### src/rtl/csa_resolve_serial.sv
// Chunk-serial carry-propagate adder for carry-save pairs: sum_o = c_i + s_i, valid NCHUNK edges after accept.
// Holds the result in DONE indefinitely while out_ready_i=0; accepts new pairs only in IDLE.
module csa_resolve_serial #(
   parameter int OP_WIDTH    = 32,
   parameter int CHUNK_WIDTH = 8
) (
   input  logic                clk_i,
   input  logic                rst_ni,
   input  logic                in_valid_i,
   output logic                in_ready_o,
   input  logic [OP_WIDTH:0]   c_i,
   input  logic [OP_WIDTH:0]   s_i,
   output logic                out_valid_o,
   input  logic                out_ready_i,
   output logic [OP_WIDTH+1:0] sum_o
);
   localparam int W      = OP_WIDTH + 1;
   localparam int NCHUNK = (W + CHUNK_WIDTH - 1) / CHUNK_WIDTH;
   localparam int PW     = NCHUNK * CHUNK_WIDTH;
   localparam int CNT_W  = $clog2(NCHUNK + 1);
   localparam logic [CNT_W-1:0] LAST = CNT_W'(NCHUNK - 1);

   typedef enum logic [1:0] {IDLE, RUN, DONE} state_t;

   state_t                    state_q, state_d;
   logic [PW-1:0]             c_q, s_q, res_q;
   logic                      carry_q;
   logic [CNT_W-1:0]          cnt_q;
   logic [CHUNK_WIDTH:0]      chunk_sum;
   logic [PW+CHUNK_WIDTH-1:0] res_sh;
   logic [PW:0]               full;
   logic                      last;

   // Operands shift right so the active chunk is always at bit 0; results enter from the top.
   assign chunk_sum = {1'b0, c_q[CHUNK_WIDTH-1:0]} + {1'b0, s_q[CHUNK_WIDTH-1:0]}
                    + (CHUNK_WIDTH+1)'(carry_q);
   assign res_sh    = {chunk_sum[CHUNK_WIDTH-1:0], res_q};
   assign last      = (cnt_q == LAST);

   assign full        = {carry_q, res_q};
   assign sum_o       = full[OP_WIDTH+1:0];
   assign in_ready_o  = (state_q == IDLE);
   assign out_valid_o = (state_q == DONE);

   generate
      if (PW > W) begin : g_pad
         logic unused_pad;
         assign unused_pad = ^full[PW:OP_WIDTH+2];
      end
   endgenerate

   always_ff @(posedge clk_i or negedge rst_ni) begin
      if (!rst_ni) state_q <= IDLE;
      else         state_q <= state_d;
   end

   always_comb begin
      state_d = state_q;
      case (state_q)
         IDLE:    if (in_valid_i)  state_d = RUN;
         RUN:     if (last)        state_d = DONE;
         DONE:    if (out_ready_i) state_d = IDLE;
         default:                  state_d = IDLE;
      endcase
   end

   always_ff @(posedge clk_i or negedge rst_ni) begin
      if (!rst_ni) begin
         c_q     <= '0;
         s_q     <= '0;
         res_q   <= '0;
         carry_q <= 1'b0;
         cnt_q   <= '0;
      end else begin
         case (state_q)
            IDLE: begin
               if (in_valid_i) begin
                  c_q     <= PW'(c_i);
                  s_q     <= PW'(s_i);
                  carry_q <= 1'b0;
                  cnt_q   <= '0;
               end
            end
            RUN: begin
               c_q     <= c_q >> CHUNK_WIDTH;
               s_q     <= s_q >> CHUNK_WIDTH;
               res_q   <= res_sh[PW+CHUNK_WIDTH-1:CHUNK_WIDTH];
               carry_q <= chunk_sum[CHUNK_WIDTH];
               cnt_q   <= cnt_q + 1'b1;
            end
            default: ;
         endcase
      end
   end
endmodule

### config.mk
export PLATFORM = sky130hd
export DESIGN_NAME = csa_resolve_serial
export DESIGN_NICKNAME = d
export VERILOG_FILES = /design/src/rtl/csa_resolve_serial.sv
export SDC_FILE = /design/constraint.sdc
export NUM_CORES = 1
export LEC_CHECK = 0
export CORE_ASPECT_RATIO = 1.4
export CORE_MARGIN = 10
export CORE_UTILIZATION = 56
export DETAILED_ROUTE_END_ITERATION = 6
export PLACE_DENSITY = 0.83
export SLEW_MARGIN = 20
export SYNTH_ARGS = -nofsm -noshare
export SYNTH_HDL_FRONTEND = slang
export SYNTH_SLANG_ARGS = --single-unit
### constraint.sdc
create_clock -name clk_i -period 6.07 [get_ports clk_i]
set_input_delay 1.214 -clock clk_i [delete_from_list [all_inputs] [get_ports clk_i]]
set_output_delay 1.214 -clock clk_i [all_outputs]
set_load 0.03 [all_outputs]
==> metrics, run 1 <==
vias per cell=5.63; HP Class=reg2reg; CP Class=reg2out; die area=roughly 0.014 mm2; FF-to-FF Start=state_q[0]; CTS tree=built; worst vdd ir=between 0.0002 and 0.0003 V; Max Cap Viol=0; CP arrival=2390 ps; f_max=around 0.28 GHz; Clock transition at path regs=around 70 ps; Residual DRC=0; Synth Area per Inst=around 9.5 um2; flops & latches, synth=around 110; Distinct cells, synth=35; Syn-to-layout area delta=20.0%; # diodes=0; Max Buffers Root-to-Sink=2; post-layout util=0.694; global placement routability congestion=between 0.7 and 0.8; clk_lat worst skew=340 ps; final worst slack=2470 ps; DR iter-0 viols=between 300 and 400; total negative slack=0 ps; worst slack at placement=roughly 2600 ps; first-pass GRT wire length=between 20 and 25 mm; clock root buffer master=clkbuf_16; Final min period=~3600 ps; final clock skew=6.34 ps; # nets final=between 700 and 800; Post-synth EDFFs=0; Post-Syn Area=between 0.005 and 0.006 mm2; Core ar.=around 0.0096 mm2; 1st-pass router iterations=5; Slew headroom=0.315; beginning of the worst hold path=res_q[34]; Post-DP HPWL=8.87 mm; crit path capture type=output pin; share of cells above drive strength 1=0.0491; vias=roughly 4300; Routed WL per cell=around 17 um; die height=~140 um; status=completed; Mapped Cells=about 580; # rows=42; TritonCTS Sinks=112; fill count=between 700 and 800; Tcrit/Tclk final=0.593; FFs w/ async S/R, synth=1.00; Leakage=approximately 0.0030 uW; final setup fails=0; Synth Net Count=approximately 660; Die Width=around 100 um; RSZ-0062 raised after global routing=false; post-cts repair resize count=0; io pins=around 110; most common cell after layout, fill and taps aside=dfrtp_1; ys flop type=dfrtp_1; PortBufs=105; commonest non-fill, non-tap cells in the layout=111 x dfrtp_1, 110 x nand2_1, 103 x clkdlybuf4s50_1; crit path launch=state_q[1]; sequential area share after synthesis=0.507; htree depth=3; Starting Density=0.578; max-slew violations=0; pwr/cell area=~500 mW/mm2; Final ANT Viol Nets=0; Hold WS=approximately 470 ps; postcts setup bufs=0; TritonCTS buffer count=9; highest fanout seen on the critical path=56; vias in the first global route=about 4400; final wirelength=12.7 mm; type of origin of the critical path=flop; largest net degree at the start of global routing=between 60 and 70; Hold Vio Cnt, Final=0; hold_buf cts=0; Yosys warning count=0; slew at the pin closest to its max-slew limit=around 1000 ps; Total GRT Usage=0.177; Req. time, crit path=between 4000 and 5000 ps; gr ovfl total=0; initial antenna violation count=0
[sequential cells by signal, indices dropped and copies added (netlist names)]
| register | flops |
|---|---|
| res_q | 40 |
| c_q | 33 |
| s_q | 33 |
| cnt_q | 3 |
| state_q | 2 |
| carry_q | 1 |
[routing by layer]
metal / GRT usage / part of all wire
met1: 0.211 / 0.41
met2: 0.292 / 0.50
met3: 0.0472 / 0.058
met4: 0.0922 / 0.027
met5: 0 / 0
[cells in the mapped netlist (3+ instances only)]
cell	n	area share
a22oi_1	48	0.065
buf_6	4	0.0081
a21o_1	3	0.0041
clkbuf_1	19	0.013
buf_2	15	0.014
nor2b_1	51	0.058
nand2_1	110	0.075
inv_1	7	0.0048
o21ai_0	53	0.048
o21ai_1	10	0.0091
a22o_1	17	0.027
a21oi_1	53	0.048
nor2_1	6	0.0041
ha_1	9	0.020
buf_4	38	0.052
xor2_1	3	0.0048
dfrtp_1	112	0.51
[cells by family after synthesis]
logic type,Yosys count,share of synthesized area
AOI/OAI and AO/OA,196,0.219
and+or+nand+nor,177,0.151
DFF,112,0.507
buffers and inverters,83,0.0910
adders and majority gates,11,0.0276
xor gates and xnor gates,3,0.00475
[metrics by stage]
| stage | total power (uW) | cells | area [um2] |
|---|---|---|---|
| finish | 3300 | 763 | 6640 |
| global route | 3540 | 763 | 6640 |
| CTS | 3310 | 762 | 6610 |
| detailed placement | 2700 | 747 | 6310 |
| global placement | 2630 | 747 | 6310 |
| floorplan | 2370 | 582 | 5530 |
[final cells by class]
| type | count | area (um2) | share of cell area |
|---|---|---|---|
| inverters | 7 | 26.3 | 0.00396 |
| clock buffers | 12 | 267 | 0.0402 |
| clock inverters | 3 | 40.0 | 0.00603 |
| flip-flops and latches | 112 | 2800 | 0.423 |
| well taps | 132 | 165 | 0.0249 |
| repair buffers | 110 | 1090 | 0.165 |
| multi-input cells | 387 | 2240 | 0.338 |
[report_power, final]
| group | leakage (uW) | switching, uW | internal (uW) |
|---|---|---|---|
| clock network | 0.000154 | 254 | 350 |
| logic | 0.00134 | 804 | 584 |
| registers | 0.00145 | 262 | 1040 |
[critical path, cell delays in order (launching register included)]
cell and delay (ps):
dfrtp_2 1050, nor2b_1 290, clkdlybuf4s50_1 710
[worst paths after layout]
kind	to	slack, ps	cells after the start
min	res_q[26]	470	2
max reg2reg	s_q[14]	3450	5
max in group asynchronous	state_q[1]	3950	2
min in group asynchronous	res_q[10]	850	1
max	out_valid_o	2470	2
min reg2reg	res_q[26]	470	2
Power figures use the tool's default switching activity.
==> inputs of run 2 (changes only) <==
--- a/config.mk
+++ b/config.mk
@@ -7,9 +7,9 @@
 export LEC_CHECK = 0
 export CORE_ASPECT_RATIO = 1.4
 export CORE_MARGIN = 10
-export CORE_UTILIZATION = 56
+export CORE_UTILIZATION = 52
 export DETAILED_ROUTE_END_ITERATION = 6
-export PLACE_DENSITY = 0.83
+export PLACE_DENSITY = 0.78
 export SLEW_MARGIN = 20
 export SYNTH_ARGS = -nofsm -noshare
 export SYNTH_HDL_FRONTEND = slang
==> constraint.sdc (replaced) <==
create_clock -name clk_i -period 3.7 [get_ports clk_i]
set_input_delay 0.74 -clock clk_i [delete_from_list [all_inputs] [get_ports clk_i]]
set_output_delay 0.74 -clock clk_i [all_outputs]
set_load 0.03 [all_outputs]
==> run 2 against run 1 <==
Effect of this change: sequential share of layout area about the same; clock-buffer cell count fell by 1; design area barely moved; sequential power rose by 60%; first-iteration DRC count grew 17%; global-route usage decreased by 1.3 points; die area rose by 6.4%; utilization shrank 5.6 points; worst hold slack is essentially flat; largest power group unchanged.
==> metrics, run 2 (synthesis results as in run 1) <==
Buf+Inv Stages, Crit Path=1 (unchanged); crit path launch=state_q[1]; die height=142 um (+3.2%); clk_lat worst skew=340 ps (about the same); crit path capture type=output pin; Register Area=0.00280 mm2 (unchanged); biggest regs=res_q (40), c_q (33), s_q (33); final clock skew=7.18 ps (+0.841 ps); Largest delay share family, worst path=buffers and inverters; status=completed; Syn-to-layout area delta=20.1% (about the same); Hold Vio Cnt, Final=0 (unchanged); TritonCTS Sinks=112 (unchanged); Hold WS=470 ps (+0.449 ps); first-pass GRT wire length=20.7 mm (-1.9%); Max Buffers Root-to-Sink=2 (unchanged); vias per cell=5.56 (-1.4%); post-cts repair resize count=0 (unchanged); hold_buf cts=0 (unchanged); pwr/cell area=803 mW/mm2 (+62%); Req. time, crit path=2960 ps (-1900 ps); Post-DP HPWL=8.82 mm (-0.60%); Routed WL per cell=16.5 um (-1.5%); final setup fails=0 (unchanged); 1st-pass router iterations=5 (unchanged); HP Class=reg2reg; # nets final=711 (+0.42%); Final ANT Viol Nets=0 (unchanged); global placement routability congestion=0.800 (+2.5%); Max Cap Viol=0 (unchanged); Reg with most FFs=res_q; fill count=854 (+11%); Largest stage delay, worst path=700 ps (-350 ps); htree depth=3 (unchanged); postcts setup bufs=0 (unchanged); FF-to-FF Start=c_q[0]; Clock transition at path regs=70 ps (about the same); PortBufs=105 (unchanged); commonest non-fill, non-tap cells in the layout=111 x dfrtp_1, 110 x nand2_1, 103 x clkdlybuf4s50_1; DR iter-0 viols=405 (+17%); worst vdd ir=0.000387 V (+36%); # rows=44 (+4.8%); Core ar.=0.0104 mm2 (+8.8%); initial antenna violation count=0 (unchanged); RSZ-0062 raised after global routing=false; most common cell after layout, fill and taps aside=dfrtp_1; # diodes=0 (unchanged); clock root buffer master=clkbuf_16; max-slew violations=0 (unchanged); max reg flops=40 (unchanged); CP Class=reg2out; type of origin of the critical path=flop; Endpoint, Worst Hold=res_q[30]; gr ovfl total=0 (unchanged); Final min period=approximately 2700 ps; CTS tree=built; Leakage=0.00294 uW (-0.25%); CP arrival=1910 ps (-480 ps); worst r2r dst=res_q[38]; Die Width=107 um (+3.0%); beginning of the worst hold path=res_q[38]; worst path cell trace=nor2b_1 -> clkdlybuf4s50_1; die area=0.0152 mm2 (+6.4%); R2R depth=8 (+3); area of the multi-input gates=0.00224 mm2 (-0.11%); f_max=~0.38 GHz; largest net degree at the start of global routing=79 (+16%); cell depth of the worst hold path=2 (unchanged); Tcrit/Tclk final=0.716; vias=4295 (-0.093%); Slowest-stage cell, CP=clkdlybuf4s50_1; vias in the first global route=4284 (-3.1%); slew at the pin closest to its max-slew limit=980 ps (-48.3 ps); total negative slack=0 ps (unchanged); io pins=106 (unchanged); Slew headroom=0.347 (+0.0322); Residual DRC=0 (unchanged); highest fanout seen on the critical path=21 (-63%); Total GRT Usage=0.165 (-0.0126); TritonCTS buffer count=9 (unchanged); final wirelength=12.7 mm (-0.24%); Starting Density=0.531 (-0.0467); Worst R2R Setup Slack=1510 ps (-1940 ps); Power Total=5330 uW (+62%); share of cells above drive strength 1=0.0520 (+0.00284)
[run 2: cell types whose count changed in the layout (fill, tap and decap cells not counted), sizes merged]
cell / change
clkinvlp: +2
bufinv: -1
buf: +3
clkbuf: -1
inv: +1
[run 2: layout make-up]
class | instances | area share
sequential | 112 | 0.422
multi-input combinational | 387 | 0.337
timing repair buffer | 113 | 0.168
clock buffer | 11 | 0.0366
tap | 138 | 0.0260
clock inverter | 5 | 0.00622
inverter | 7 | 0.00396
[run 2: worst max path at each step]
stage	to	slack (ps)	cells past startpoint
final	out_valid_o	1050	2
after global placement	carry_q	1360	5
after global routing	out_valid_o	970	2
after floorplan	res_q[38]	1710	8
after detailed placement	c_q[31]	1310	4
after CTS	out_valid_o	1050	2
[run 2: metrics by stage]
stage                     cells  worst slack, ps  utilization  cell area, um2
after global placement      757             1360        0.611            6360
final                       773             1050        0.638            6640
after global routing        773              968        0.638            6640
after CTS                   773             1050        0.638            6640
after detailed placement    757             1310        0.611            6360
after floorplan             582             1710            -            5530
[run 2: tightest hold or removal path: stages (launching register included)]
cell	delay, ps
dfrtp_1	340
nand2_1	50
nand2_1	50
[run 2: power breakdown]
part	switching (uW)	internal (uW)
registers	386	1710
clock network	438	481
logic	1360	959
[run 2: routing by layer]
layer  vias up  track usage  part of all wire
met4         0       0.0593             0.017
met1      2074        0.205              0.42
met5         -            0                 0
li1       2069            -                 -
met2       134        0.271              0.49
met3        18       0.0403             0.068
